===== config.mk =====
export PLATFORM = sky130hd
export DESIGN_NAME = uart_status_rx
export DESIGN_NICKNAME = d
export VERILOG_FILES = /design/src/rtl/uart_status_rx.sv
export SDC_FILE = /design/constraint.sdc
export NUM_CORES = 1
export LEC_CHECK = 0
export CAP_MARGIN = 20
export CORE_UTILIZATION = 35
export DETAILED_ROUTE_END_ITERATION = 8
export GPL_TIMING_DRIVEN = 0
export PLACE_DENSITY = 0.61
export SETUP_SLACK_MARGIN = 0.02
export SYNTH_ARGS = -nofsm -noshare
export SYNTH_HDL_FRONTEND = slang
export SYNTH_SLANG_ARGS = --single-unit

===== constraint.sdc =====
create_clock -name clk -period 2 [get_ports clk]
set_input_delay 0.5 -clock clk [delete_from_list [all_inputs] [get_ports clk]]
set_output_delay 0.5 -clock clk [all_outputs]
set_load 0.1 [all_outputs]

===== src/rtl/uart_status_rx.sv =====
// uart_status_rx: 8N1 receiver for the robot status link; decodes each byte into status fields
// behind a one-entry valid/ready buffer. Build option RX_MAJORITY_EN enables 3-sample voting.
module uart_status_rx #(
  parameter int CLKS_PER_BIT = 5208
) (
  input  logic       clk,
  input  logic       rst,
  input  logic       rx,
  input  logic       ready,
  output logic       valid,
  output logic [7:0] data_received,
  output logic [2:0] motor_stat,
  output logic [3:0] proximity,
  output logic       format_err,
  output logic       frame_err,
  output logic       overrun
);

  localparam int CNT_W = $clog2(CLKS_PER_BIT + 2);

`ifdef RX_MAJORITY_EN
  // The vote completes one cycle after the nominal sample point; restarting the counter at 1
  // keeps every bit period at CLKS_PER_BIT so that extra cycle is paid only once per frame.
  localparam int               START_DEC   = CLKS_PER_BIT / 2;
  localparam int               BIT_DEC     = CLKS_PER_BIT;
  localparam logic [CNT_W-1:0] CNT_RESTART = CNT_W'(1);
`else
  localparam int               START_DEC   = CLKS_PER_BIT / 2 - 1;
  localparam int               BIT_DEC     = CLKS_PER_BIT - 1;
  localparam logic [CNT_W-1:0] CNT_RESTART = '0;
`endif

  typedef enum logic [2:0] {
    ST_IDLE,
    ST_START,
    ST_DATA,
    ST_STOP,
    ST_BREAK
  } state_t;

  state_t           state_reg;
  logic [CNT_W-1:0] cnt_reg;
  logic [2:0]       bit_idx_reg;
  logic [7:0]       shift_reg;
  logic             rx_meta_reg;
  logic             rx_s_reg;

  logic             valid_reg;
  logic [7:0]       data_reg;
  logic [2:0]       motor_reg;
  logic [3:0]       prox_reg;
  logic             fmt_reg;
  logic             frame_err_reg;
  logic             overrun_reg;

  logic [CNT_W-1:0] target;
  logic             at_decision;
  logic             bit_val;

  // Two-flop synchroniser; idles high so a reset never looks like a start bit.
  always_ff @(posedge clk) begin
    if (rst) begin
      rx_meta_reg <= 1'b1;
      rx_s_reg    <= 1'b1;
    end else begin
      rx_meta_reg <= rx;
      rx_s_reg    <= rx_meta_reg;
    end
  end

  always_comb begin
    target      = (state_reg == ST_START) ? CNT_W'(START_DEC) : CNT_W'(BIT_DEC);
    at_decision = (cnt_reg == target);
  end

`ifdef RX_MAJORITY_EN
  logic vote_a_reg;
  logic vote_b_reg;

  always_ff @(posedge clk) begin
    if (rst) begin
      vote_a_reg <= 1'b1;
      vote_b_reg <= 1'b1;
    end else begin
      if (cnt_reg == target - CNT_W'(2)) vote_a_reg <= rx_s_reg;
      if (cnt_reg == target - CNT_W'(1)) vote_b_reg <= rx_s_reg;
    end
  end

  assign bit_val = (vote_a_reg & vote_b_reg) | (vote_a_reg & rx_s_reg) | (vote_b_reg & rx_s_reg);
`else
  assign bit_val = rx_s_reg;
`endif

  always_ff @(posedge clk) begin
    if (rst) begin
      state_reg     <= ST_IDLE;
      cnt_reg       <= '0;
      bit_idx_reg   <= '0;
      shift_reg     <= '0;
      valid_reg     <= 1'b0;
      data_reg      <= '0;
      motor_reg     <= '0;
      prox_reg      <= '0;
      fmt_reg       <= 1'b0;
      frame_err_reg <= 1'b0;
      overrun_reg   <= 1'b0;
    end else begin
      frame_err_reg <= 1'b0;
      overrun_reg   <= 1'b0;
      if (valid_reg && ready) valid_reg <= 1'b0;

      case (state_reg)
        ST_IDLE: begin
          if (!rx_s_reg) begin
            state_reg <= ST_START;
            cnt_reg   <= '0;
          end
        end

        ST_START: begin
          if (at_decision) begin
            if (bit_val) begin
              state_reg <= ST_IDLE;
            end else begin
              state_reg   <= ST_DATA;
              cnt_reg     <= CNT_RESTART;
              bit_idx_reg <= '0;
            end
          end else begin
            cnt_reg <= cnt_reg + CNT_W'(1);
          end
        end

        ST_DATA: begin
          if (at_decision) begin
            shift_reg <= {bit_val, shift_reg[7:1]};
            cnt_reg   <= CNT_RESTART;
            if (bit_idx_reg == 3'd7) state_reg <= ST_STOP;
            else bit_idx_reg <= bit_idx_reg + 3'd1;
          end else begin
            cnt_reg <= cnt_reg + CNT_W'(1);
          end
        end

        ST_STOP: begin
          if (at_decision) begin
            cnt_reg <= '0;
            if (bit_val) begin
              // A load wins over a same-cycle consume; only an unconsumed frame counts as overrun.
              state_reg   <= ST_IDLE;
              valid_reg   <= 1'b1;
              data_reg    <= shift_reg;
              motor_reg   <= shift_reg[7:5];
              prox_reg    <= shift_reg[4:1];
              fmt_reg     <= shift_reg[0] | (shift_reg[7:5] == 3'b110);
              overrun_reg <= valid_reg & ~ready;
            end else begin
              state_reg     <= ST_BREAK;
              frame_err_reg <= 1'b1;
            end
          end else begin
            cnt_reg <= cnt_reg + CNT_W'(1);
          end
        end

        ST_BREAK: begin
          if (rx_s_reg) state_reg <= ST_IDLE;
        end

        default: state_reg <= ST_IDLE;
      endcase
    end
  end

  assign valid         = valid_reg;
  assign data_received = data_reg;
  assign motor_stat    = motor_reg;
  assign proximity     = prox_reg;
  assign format_err    = fmt_reg;
  assign frame_err     = frame_err_reg;
  assign overrun       = overrun_reg;

endmodule


==> impl_results.md <==
* Status: finished clean
* Crit Path Class: flip-flop to flip-flop
* Cts bufs inserted at 5
* Max Fclk at slightly above 500 MHz
* Remaining DRCs at 0
* Antenna Cells at 0
* Synthesized area at 0.00208 mm²
* Final WS setup at 0.0331 ns
* Slew headroom at between 30% and 40%
* Routed length per instance at ~14 µm
* Syn_area_per_cell at around 8.8 µm²
* Core footprint at between 0.005 and 0.006 mm²
* Leakage at between 0.0008 and 0.0009 µW
* Fraction of layout cells with a size suffix above 1 at 26.3%
* First-pass iteration count of the detailed router at 4
* Area Growth Syn to Fin at 28.3%
* Post-synth net total at roughly 240
* Placed cells at 331
* Power share of the clock group at 43.9%
* Skew final at between 0.009 and 0.01 ns
* Multi-input logic area at between 0.001 and 0.0015 mm²
* All-Layer GR Usage at 16.6%
* Pin count of the biggest net entering global routing at 14
* Clk sinks at just over 40
* Min cycle time layout at ~2.0 ns
* # setup viols final at 0
* Number of global-route vias before repair at roughly 1700
* Max_cap viols at 0
* CP Data Arrival Time at 2.14 ns
* Total Neg Setup Slack at 0 ns
* Width of the die at 79.1 µm
* Crit start category: flip-flop
* DR vias at roughly 1800
* Max VDD drop at roughly 0.00027 V
* CP max-delay cell: a2111oi_4
* Critical Path End Type: flip-flop
* Ports at 23
* Psw at 350 µW
* Die extent in y at between 70 and 80 µm
* Worst Path Required at 2.18 ns
* Clk slew on worst S/H paths at roughly 0.080 ns
* Die area at approximately 0.0063 mm²
* Number of port buffers at 22
* Total grt overflow at 0
* Drt initial violations at approximately 110
* Comb pwr share at under 10%
* Mapped Cells at around 240
* Hold Path Class: flip-flop to flip-flop
* Final hold vios at 0
* Max FFs per register at 13
* Period Utilization, post-route at a little over nine tenths
* Final Wtd Congestion at between 0.8 and 0.9
* Fillers at roughly 570
* Cell Rows at 27
* Place WS at -0.255 ns
* Slowest Stage Delay on Critical Path at approximately 0.5 ns
* TritonCTS clock tree: done
* RSZ-0062 raised after global routing: true
* Sw frac at a little over a fifth
* Clock Latency Late Sink at 0.30 ns
* Post-synthesis register bit count at 41
* Antenna Violating Nets Remaining at 0
* Ys Warns at 0
* Post-route non-filler standard cell count at ~350
* Starting Density at between 30% and 40%
* First-pass GRT wire length at approximately 8000 µm
* Sequential area share after synthesis at 39.4%
* Power Density at approximately 600 mW/mm²
* Max Slew Vio Count at 0
* Post-CTS Hold Buffers at 0
* Most frequent cells in the layout: 32 x dfxtp_1, 20 x nand2_1, 19 x mux2i_1
* Largest delay share family, worst path: simple AND/OR/NAND/NOR gates
* Crit path max fanout at 7
* # nets final at 280
* Slew @ Worst Pin at ~0.95 ns
* H-tree Lvls at 2
* Commonest non-fill, non-tap cell in the layout: dfxtp_1
* Root buffer cell: clkbuf_8
* Initial antenna violation count at 0
* Clock Path Buffers at 2
* Netlist cell types at 46
* Cell internal pwr at between 1000 and 1500 µW
* Final wirelength at slightly below 5000 µm
* Register area at between 800 and 900 µm²
* Sequential power share at 51.4%
* Fin Hold WS at approximately 0.42 ns
* Worst-path cell chain: and4bb_2 > nand4_1 > a2111oi_4 > buf_6 > mux2i_1 > nor2_1
* Detailed placement HPWL at ~3300 µm
* Vias/cell at 5.29
* Buf+Inv Stages, Crit Path at 1
synth_stat cells, drive strengths merged:
master / count / area, µm²
mux2i: 19 / 190
and3b: 1 / 8.76
and4bb: 2 / 25.0
o31ai: 1 / 7.51
or3b: 1 / 8.76
nand2: 20 / 75.1
nor2b: 3 / 18.8
a41oi: 1 / 8.76
nor2: 18 / 67.6
nand2b: 17 / 106
nand4b: 1 / 8.76
a21boi: 1 / 7.51
nor3: 7 / 51.3
o22a: 1 / 8.76
clkbuf: 10 / 37.5
a211oi: 3 / 27.5
inv: 3 / 11.3
nand3b: 1 / 7.51
or4: 7 / 52.6
and3: 1 / 6.26
nand4: 14 / 87.6
a221o: 1 / 10.0
ha: 3 / 37.5
o211ai: 1 / 7.51
a31oi: 9 / 56.3
a32oi: 2 / 17.5
xor2: 1 / 8.76
xnor2: 1 / 8.76
nor4: 1 / 6.26
o21ai: 6 / 30.0
or2: 3 / 18.8
a21oi: 11 / 55.1
and4: 1 / 8.76
nor3b: 3 / 27.5
a2111oi: 1 / 10.0
nand3: 8 / 40.0
buf: 11 / 87.6
or3: 1 / 6.26
dfxtp: 41 / 821
kinds of logic (layout without fill, tap and decap cells):
family	Yosys count	count (layout)	share of synthesized area (%)
compound gates	38	38	11.8
xor+xnor	2	2	0.842
fa+ha+maj	3	3	1.80
buf+inv	24	61	6.55
flops	41	41	39.4
mux	19	19	9.14
simple gates	110	110	30.4
power by group through the flow:
stage | sequential [µW] | combinational [µW] | clock, µW
after floorplan | 844 | 46.9 | 0
after global placement | 845 | 70.6 | 0
after detailed placement | 845 | 71.2 | 0
after CTS | 825 | 72.2 | 722
after global routing | 825 | 83.5 | 756
final | 824 | 75.2 | 704
layout make-up:
type | count | area share [%]
multi-input combinational | 172 | 44.8
sequential | 41 | 31.4
timing repair buffer | 30 | 10.9
buffer | 20 | 4.64
tap | 72 | 3.38
clock buffer | 6 | 3.09
clock inverter | 2 | 1.41
inverter | 3 | 0.422
stage by stage:
stage          area (µm²)  utilization [%]  power (µW)
2_1_floorplan        2080                -         890
3_3_place_gp         2390             42.6         915
3_5_place_dp         2390             42.6         916
4_1_cts              2560             45.6        1620
5_1_grt              2670             47.6        1660
6_report             2670             47.6        1600
path summary, 6_finish.rpt:
path	start	cells after the start	slack, ns	end
worst max-delay path	cnt_reg[6]	6	0.03	data_received[0]
worst min-delay path	rx_meta_reg	1	0.42	bit_val
worst min register to register	rx_meta_reg	1	0.42	bit_val
worst max register to register	cnt_reg[6]	6	0.03	data_received[0]
repair_timing:
item	CTS	global route
pin swaps	1	5
buffers inserted	1	6
setup endpoints to repair	46	38
resized for setup	53	40
cloned	0	1
worst register-to-register path, stage by stage (launching register included):
cell       delay (ns)
dfxtp_4          0.37
and4bb_2         0.34
nand4_1          0.20
a2111oi_4        0.50
buf_6            0.20
mux2i_1          0.19
nor2_1           0.05
routing by layer:
metal	up-vias	routed length, µm	GRT usage, %
li1	928	-	-
met1	874	2330	21.0
met2	23	2360	26.6
met3	7	146	4.83
met4	0	68	6.18
met5	-	0	0
Power figures use the tool's default switching activity.
